[src/rtl/vga_timing_pkg.sv]
// Shared VGA raster constants, control-bit bundle and sync polarity helper.
// Default timing is 640x480@60 (800x525 totals). Sync pulses are active-low.
package vga_timing_pkg;

    localparam int CNT_W        = 10;

    localparam int H_ACTIVE_DEF = 640;
    localparam int H_FP_DEF     = 16;
    localparam int H_SYNC_DEF   = 96;
    localparam int H_BP_DEF     = 48;
    localparam int V_ACTIVE_DEF = 480;
    localparam int V_FP_DEF     = 10;
    localparam int V_SYNC_DEF   = 2;
    localparam int V_BP_DEF     = 33;

    localparam int H_TOTAL = H_ACTIVE_DEF + H_FP_DEF + H_SYNC_DEF + H_BP_DEF;
    localparam int V_TOTAL = V_ACTIVE_DEF + V_FP_DEF + V_SYNC_DEF + V_BP_DEF;

    // Level driven on hs/vs while the sync pulse is asserted.
    localparam logic SYNC_ACTIVE = 1'b0;

    // Control bits that travel alongside the pixel pipeline.
    typedef struct packed {
        logic hs;
        logic vs;
        logic de;
    } vga_ctrl_t;

    // Idle control word: both syncs deasserted, no data enable.
    localparam vga_ctrl_t CTRL_IDLE = '{hs: ~SYNC_ACTIVE, vs: ~SYNC_ACTIVE, de: 1'b0};

    // Map "inside sync pulse" to the pin level.
    function automatic logic sync_level(input logic in_pulse);
        return in_pulse ? SYNC_ACTIVE : ~SYNC_ACTIVE;
    endfunction

endpackage

[src/rtl/vga_delay_line.sv]
// Parameterised shift register with synchronous reset to RESET_VAL.
// DEPTH = 0 collapses to a plain wire.
module vga_delay_line #(
    parameter int               WIDTH     = 1,
    parameter int               DEPTH     = 1,
    parameter logic [WIDTH-1:0] RESET_VAL = {WIDTH{1'b0}}
) (
    input  logic             clk,
    input  logic             rst,
    input  logic [WIDTH-1:0] d,
    output logic [WIDTH-1:0] q
);

    generate
        if (DEPTH == 0) begin : g_wire
            assign q = d;
        end else begin : g_shift
            logic [WIDTH-1:0] stage [DEPTH];

            // Shift one stage per clock; reset flushes every stage to the idle value.
            always_ff @(posedge clk) begin
                if (rst) begin
                    for (int i = 0; i < DEPTH; i++) begin
                        stage[i] <= RESET_VAL;
                    end
                end else begin
                    stage[0] <= d;
                    for (int i = 1; i < DEPTH; i++) begin
                        stage[i] <= stage[i-1];
                    end
                end
            end

            assign q = stage[DEPTH-1];
        end
    endgenerate

endmodule

[src/rtl/vga_scan_out.sv]
// VGA raster generator and output stage.
// Emits pixel coordinates upstream, receives RGB PIX_LAT cycles later, delays
// hs/vs/de by the same amount and registers everything at the pins
// (coordinate-to-pin latency PIX_LAT+1). Colour is forced to black when de=0.
// Optional build macro VGA_TEST_PATTERN_EN adds input test_en, which replaces
// the mux colour with eight vertical colour bars indexed by delayed hcnt[9:7].
module vga_scan_out
    import vga_timing_pkg::*;
#(
    parameter int H_ACTIVE = H_ACTIVE_DEF,
    parameter int H_FP     = H_FP_DEF,
    parameter int H_SYNC   = H_SYNC_DEF,
    parameter int H_BP     = H_BP_DEF,
    parameter int V_ACTIVE = V_ACTIVE_DEF,
    parameter int V_FP     = V_FP_DEF,
    parameter int V_SYNC   = V_SYNC_DEF,
    parameter int V_BP     = V_BP_DEF,
    parameter int PIX_LAT  = 2
) (
    input  logic             clk,
    input  logic             rst,
    output logic [CNT_W-1:0] pix_x,
    output logic [CNT_W-1:0] pix_y,
    output logic             pix_active,
    output logic             frame_start,
    input  logic [7:0]       red,
    input  logic [7:0]       green,
    input  logic [7:0]       blue,
`ifdef VGA_TEST_PATTERN_EN
    input  logic             test_en,
`endif
    output logic [7:0]       vga_r,
    output logic [7:0]       vga_g,
    output logic [7:0]       vga_b,
    output logic             vga_hs,
    output logic             vga_vs,
    output logic             vga_de
);

    localparam int H_TOT = H_ACTIVE + H_FP + H_SYNC + H_BP;
    localparam int V_TOT = V_ACTIVE + V_FP + V_SYNC + V_BP;

    localparam logic [CNT_W-1:0] H_LAST   = CNT_W'(H_TOT - 1);
    localparam logic [CNT_W-1:0] V_LAST   = CNT_W'(V_TOT - 1);
    localparam logic [CNT_W-1:0] H_ACT    = CNT_W'(H_ACTIVE);
    localparam logic [CNT_W-1:0] V_ACT    = CNT_W'(V_ACTIVE);
    localparam logic [CNT_W-1:0] HS_START = CNT_W'(H_ACTIVE + H_FP);
    localparam logic [CNT_W-1:0] HS_END   = CNT_W'(H_ACTIVE + H_FP + H_SYNC);
    localparam logic [CNT_W-1:0] VS_START = CNT_W'(V_ACTIVE + V_FP);
    localparam logic [CNT_W-1:0] VS_END   = CNT_W'(V_ACTIVE + V_FP + V_SYNC);
    localparam logic [CNT_W-1:0] CNT_ZERO = {CNT_W{1'b0}};
    localparam logic [CNT_W-1:0] CNT_ONE  = CNT_W'(1);

    logic [CNT_W-1:0] hcnt;
    logic [CNT_W-1:0] vcnt;
    vga_ctrl_t        ctrl_raw;
    vga_ctrl_t        ctrl_dly;
    logic [7:0]       sel_r;
    logic [7:0]       sel_g;
    logic [7:0]       sel_b;

    // Raster counters: hcnt wraps every line, vcnt steps only on the hcnt wrap.
    always_ff @(posedge clk) begin
        if (rst) begin
            hcnt <= CNT_ZERO;
            vcnt <= CNT_ZERO;
        end else if (hcnt == H_LAST) begin
            hcnt <= CNT_ZERO;
            if (vcnt == V_LAST) begin
                vcnt <= CNT_ZERO;
            end else begin
                vcnt <= vcnt + CNT_ONE;
            end
        end else begin
            hcnt <= hcnt + CNT_ONE;
        end
    end

    assign pix_x = hcnt;
    assign pix_y = vcnt;

    // Decode coordinate-side status and the undelayed sync/enable bits.
    always_comb begin
        pix_active  = (hcnt < H_ACT) && (vcnt < V_ACT);
        frame_start = (hcnt == CNT_ZERO) && (vcnt == CNT_ZERO);
        ctrl_raw.hs = sync_level((hcnt >= HS_START) && (hcnt < HS_END));
        ctrl_raw.vs = sync_level((vcnt >= VS_START) && (vcnt < VS_END));
        ctrl_raw.de = pix_active;
    end

    // Match control timing to the upstream colour latency.
    vga_delay_line #(
        .WIDTH    ($bits(vga_ctrl_t)),
        .DEPTH    (PIX_LAT),
        .RESET_VAL(CTRL_IDLE)
    ) u_ctrl_dly (
        .clk(clk),
        .rst(rst),
        .d  (ctrl_raw),
        .q  (ctrl_dly)
    );

`ifdef VGA_TEST_PATTERN_EN
    logic [2:0] bar_idx;

    // Bar index rides the same delay as hs/vs/de so bars line up with de.
    vga_delay_line #(
        .WIDTH    (3),
        .DEPTH    (PIX_LAT),
        .RESET_VAL(3'b000)
    ) u_bar_dly (
        .clk(clk),
        .rst(rst),
        .d  (hcnt[9:7]),
        .q  (bar_idx)
    );

    // Pick test bars or mux colour for the output register.
    always_comb begin
        sel_r = red;
        sel_g = green;
        sel_b = blue;
        if (test_en) begin
            sel_r = bar_idx[2] ? 8'hFF : 8'h00;
            sel_g = bar_idx[1] ? 8'hFF : 8'h00;
            sel_b = bar_idx[0] ? 8'hFF : 8'h00;
        end else begin
            sel_r = red;
            sel_g = green;
            sel_b = blue;
        end
    end
`else
    // Output register always reflects the mux colour.
    always_comb begin
        sel_r = red;
        sel_g = green;
        sel_b = blue;
    end
`endif

    // Pin register: captures delayed control with colour, black outside active video.
    always_ff @(posedge clk) begin
        if (rst) begin
            vga_hs <= ~SYNC_ACTIVE;
            vga_vs <= ~SYNC_ACTIVE;
            vga_de <= 1'b0;
            vga_r  <= 8'h00;
            vga_g  <= 8'h00;
            vga_b  <= 8'h00;
        end else begin
            vga_hs <= ctrl_dly.hs;
            vga_vs <= ctrl_dly.vs;
            vga_de <= ctrl_dly.de;
            if (ctrl_dly.de) begin
                vga_r <= sel_r;
                vga_g <= sel_g;
                vga_b <= sel_b;
            end else begin
                vga_r <= 8'h00;
                vga_g <= 8'h00;
                vga_b <= 8'h00;
            end
        end
    end

endmodule

[config.mk]
export PLATFORM = sky130hd
export DESIGN_NAME = vga_scan_out
export DESIGN_NICKNAME = d
export VERILOG_FILES = /design/src/rtl/vga_timing_pkg.sv /design/src/rtl/vga_delay_line.sv /design/src/rtl/vga_scan_out.sv
export SDC_FILE = /design/constraint.sdc
export NUM_CORES = 1
export LEC_CHECK = 0
export BUFFER_PORTS_ARGS = -buffer_cell sky130_fd_sc_hd__clkbuf_2
export CAP_MARGIN = 20
export CORE_UTILIZATION = 40
export CTS_BUF_LIST = sky130_fd_sc_hd__clkbuf_8
export DETAILED_ROUTE_END_ITERATION = 12
export PLACE_DENSITY = 0.76
export SKIP_CTS_REPAIR_TIMING = 1
export SYNTH_ARGS = -nofsm -noshare
export SYNTH_HDL_FRONTEND = slang
export SYNTH_SLANG_ARGS = --single-unit
[constraint.sdc]
create_clock -name clk -period 4.4 [get_ports clk]
set_input_delay 1.32 -clock clk [delete_from_list [all_inputs] [get_ports clk]]
set_output_delay 1.32 -clock clk [all_outputs]
set_load 0.1 [all_outputs]
==> run_results.csv <==
group,metric,value,unit
yosys,synth-seq-cells,53,
clocking,clk_pin_slew_worst_paths,0.10,ns
sta,rsz0062_at_grt,"false",
yosys,netlist_area,0.001893,mm2
sta,fin_skew,0.007588,ns
cells_and_area,area_delta_synth_final,26.97,%
global_route,grt_max_degree,26,
worst_hold_path,min-delay-path-class,"reg2reg",
die,io_pins,75,
power,ir_drop,153.7,uV
clocking,clock-root-buffer,"clkbuf_8",
die,die_area,0.005012,mm2
global_route,first_global_vias,1372,
yosys,synth_ff_type,"dfxtp_1",
global_route,antenna_found_initial,0,
yosys,netlist.area_leader.share,56.05,%
yosys,synth_area_leader_cell,"dfxtp_1",
job,drv_cap,0,
placement,place_congestion,0.9348,
setup_path,slowest_stage,"or4b_2",
sta,hold_viol,0,
sta,max_freq,271.7,MHz
setup_path,critical_path_required,3.08,ns
die,core,0.004444,mm2
sta,slew_headroom,52.13,%
yosys,async_flop_share,0,%
yosys,yosys_warnings,0,
sta,slew_violations,0,
setup_path,rrSetupSlack,2.35,ns
clocking,clk_latency,0.30,ns
clocking,cts_max_level,2,
power,leakagePower,1.086,nW
clocking,cts_made_buffers,5,
die,start_util,42.60,%
clocking,cts_buffer_depth,2,
detailed_routing,wire_per_inst,11.85,um
die,die_w,70.80,um
run_status,status,"completed",
cells_and_area,fillers,430,
power,p_per_area,367.9,mW/mm2
global_route,grtUsageTotal,15.71,%
sta,tightest_slew,0.7115,ns
cells_and_area,drive_gt1_share,35.98,%
setup_path,worstPathArrival,2.36,ns
detailed_routing,drt-pass1-iter-count,6,
setup_path,cp_cell_sequence,"inv_1 > ha_1 > or4b_2 > nor3_1 > and3_1 > clkbuf_2",
detailed_routing,detail-route-antenna-nets,0,
global_route,grt_pass1_wl,6216,um
yosys,ys_seq_area_share,56.05,%
yosys,synth.most_common_cell,"dfxtp_1",
detailed_routing,dr_total_vias,1517,
yosys,synthTopCellsByArea,"dfxtp_1 56%, and2_1 8.3%, nor2_1 3.6%",
cells_and_area,postLayoutCoreUtil,54.08,%
setup_path,crit_type,"reg2out",
clocking,cts.sinks,53,
sta,fin_crit_sh,83.65,%
placement,hpwlAfterDp,2760,um
die,fp.dieH,70.80,um
yosys,synthesis.nets,219,
sta,layout_min_cycle_time,3.680,ns
yosys,syn_inst,189,
yosys,synth-edff-count,0,
detailed_routing,drt-initial-drc-count,100,
global_route,overflow,0,
placement,port_buffers,74,
setup_path,slowest_delay,0.59,ns
cells_and_area,fin_nets,293,
die,std_cell_rows,24,
sta,hold_ws,0.4160,ns
cells_and_area,n_antenna_cell,0,
sta,setup_viol,0,
sta,tns,0,ns
setup_path,crit_fanout,7,
yosys,avgSynthCellArea,10.02,um2
detailed_routing,via_per_inst,4.801,
yosys,synth_cell_types,35,
detailed_routing,drc,0,
yosys,ys_top_cells_by_count,"53 x dfxtp_1, 25 x and2_1, 18 x nor2_1",
setup_path,cp-start-kind,"flop",
setup_path,endpoint_kind,"primary output",
detailed_routing,wirelength,3746,um
clocking,cts_tree,"built",
## per-layer routing
layer / track usage, % / routed length [um] / vias up
li1: - / - / 780
met1: 19.34 / 1622 / 681
met2: 25.85 / 1850 / 49
met3: 2.991 / 186 / 7
met4: 8.889 / 86 / 0
met5: 0 / 0 / -
## path summary, 6_finish.rpt
| path | depth (start not counted) | to | from |
|---|---|---|---|
| max | 6 | frame_start | pix_y[1]$_SDFFE_PP0N_ |
| min | 1 | u_ctrl_dly.g_shift.stage[0][4]$_SDFF_PP1_ | u_ctrl_dly.g_shift.stage[0][1]$_SDFF_PP1_ |
| max reg2reg | 4 | pix_y[6]$_SDFFE_PP0N_ | pix_x[4]$_SDFF_PP0_ |
| min reg2reg | 1 | u_ctrl_dly.g_shift.stage[0][4]$_SDFF_PP1_ | u_ctrl_dly.g_shift.stage[0][1]$_SDFF_PP1_ |
## cell usage in the layout, fill, tap and decap left out, types with 5 or more instances in the layout
cell type	netlist	final
nor2_1	18	18
clkbuf_8	0	5
xnor2_1	6	6
xor2_1	7	7
clkbuf_2	0	74
or2_2	5	5
inv_1	6	6
nor4_1	7	7
and2_1	25	25
nand3_1	6	6
nand2_1	6	6
dfxtp_1	53	53
## through the flow
stage	power (W)	std cells	setup slack (ns)	area (um2)
4_1_cts	0.0008971	316	0.7236	2404
6_report	0.0008844	316	0.7195	2404
5_1_grt	0.0009203	316	0.6073	2404
3_5_place_dp	0.0006195	308	1.073	2310
2_1_floorplan	0.0005944	189	0.5555	1898
3_3_place_gp	0.0006183	308	1.100	2310
## worst max-delay path: cells and delay by family (launching register included)
kind / cells / cell delay [ns]
flops: 1 / 0.38
simple gates: 3 / 1.02
buf+inv: 2 / 0.53
fa+ha+maj: 1 / 0.12
## sequential cells by signal, summed over array words and instances, names as in the netlist
| name | flops |
|---|---|
| vga_de | 1 |
| vga_hs | 1 |
| pix_x | 10 |
| vga_g | 8 |
| vga_vs | 1 |
| pix_y | 10 |
| vga_r | 8 |
| u_ctrl_dly.g_shift.stage | 6 |
| vga_b | 8 |
## power by group
group / switching [W] / leakage (nW) / internal [W]
clock network: 0.000162 / 0.0447 / 0.000115
registers: 0.00000504 / 0.430 / 0.000489
logic: 0.0000905 / 0.610 / 0.0000230
## layout make-up
cell class / count / area (um2) / area share (%)
clock buffers: 5 / 68.82 / 2.863
clock inverters: 3 / 25.02 / 1.041
inverters: 6 / 22.52 / 0.9370
multi-input cells: 122 / 783.3 / 32.59
flip-flops and latches: 53 / 1061 / 44.14
well taps: 52 / 65.06 / 2.707
repair buffers: 75 / 377.9 / 15.72
## kinds of logic (layout without fill, tap and decap cells)
logic type      Yosys count  count (layout)  share of synthesized area (%)
xor+xnor                 13              13                          6.015
buf+inv                  14              89                          2.841
compound gates            8               8                          2.644
fa+ha+maj                 4               4                          2.644
simple gates             95              95                          28.75
mux                       2               2                          1.058
flops                    53              53                          56.05
Note: power is estimated with default switching activity, not from simulation.
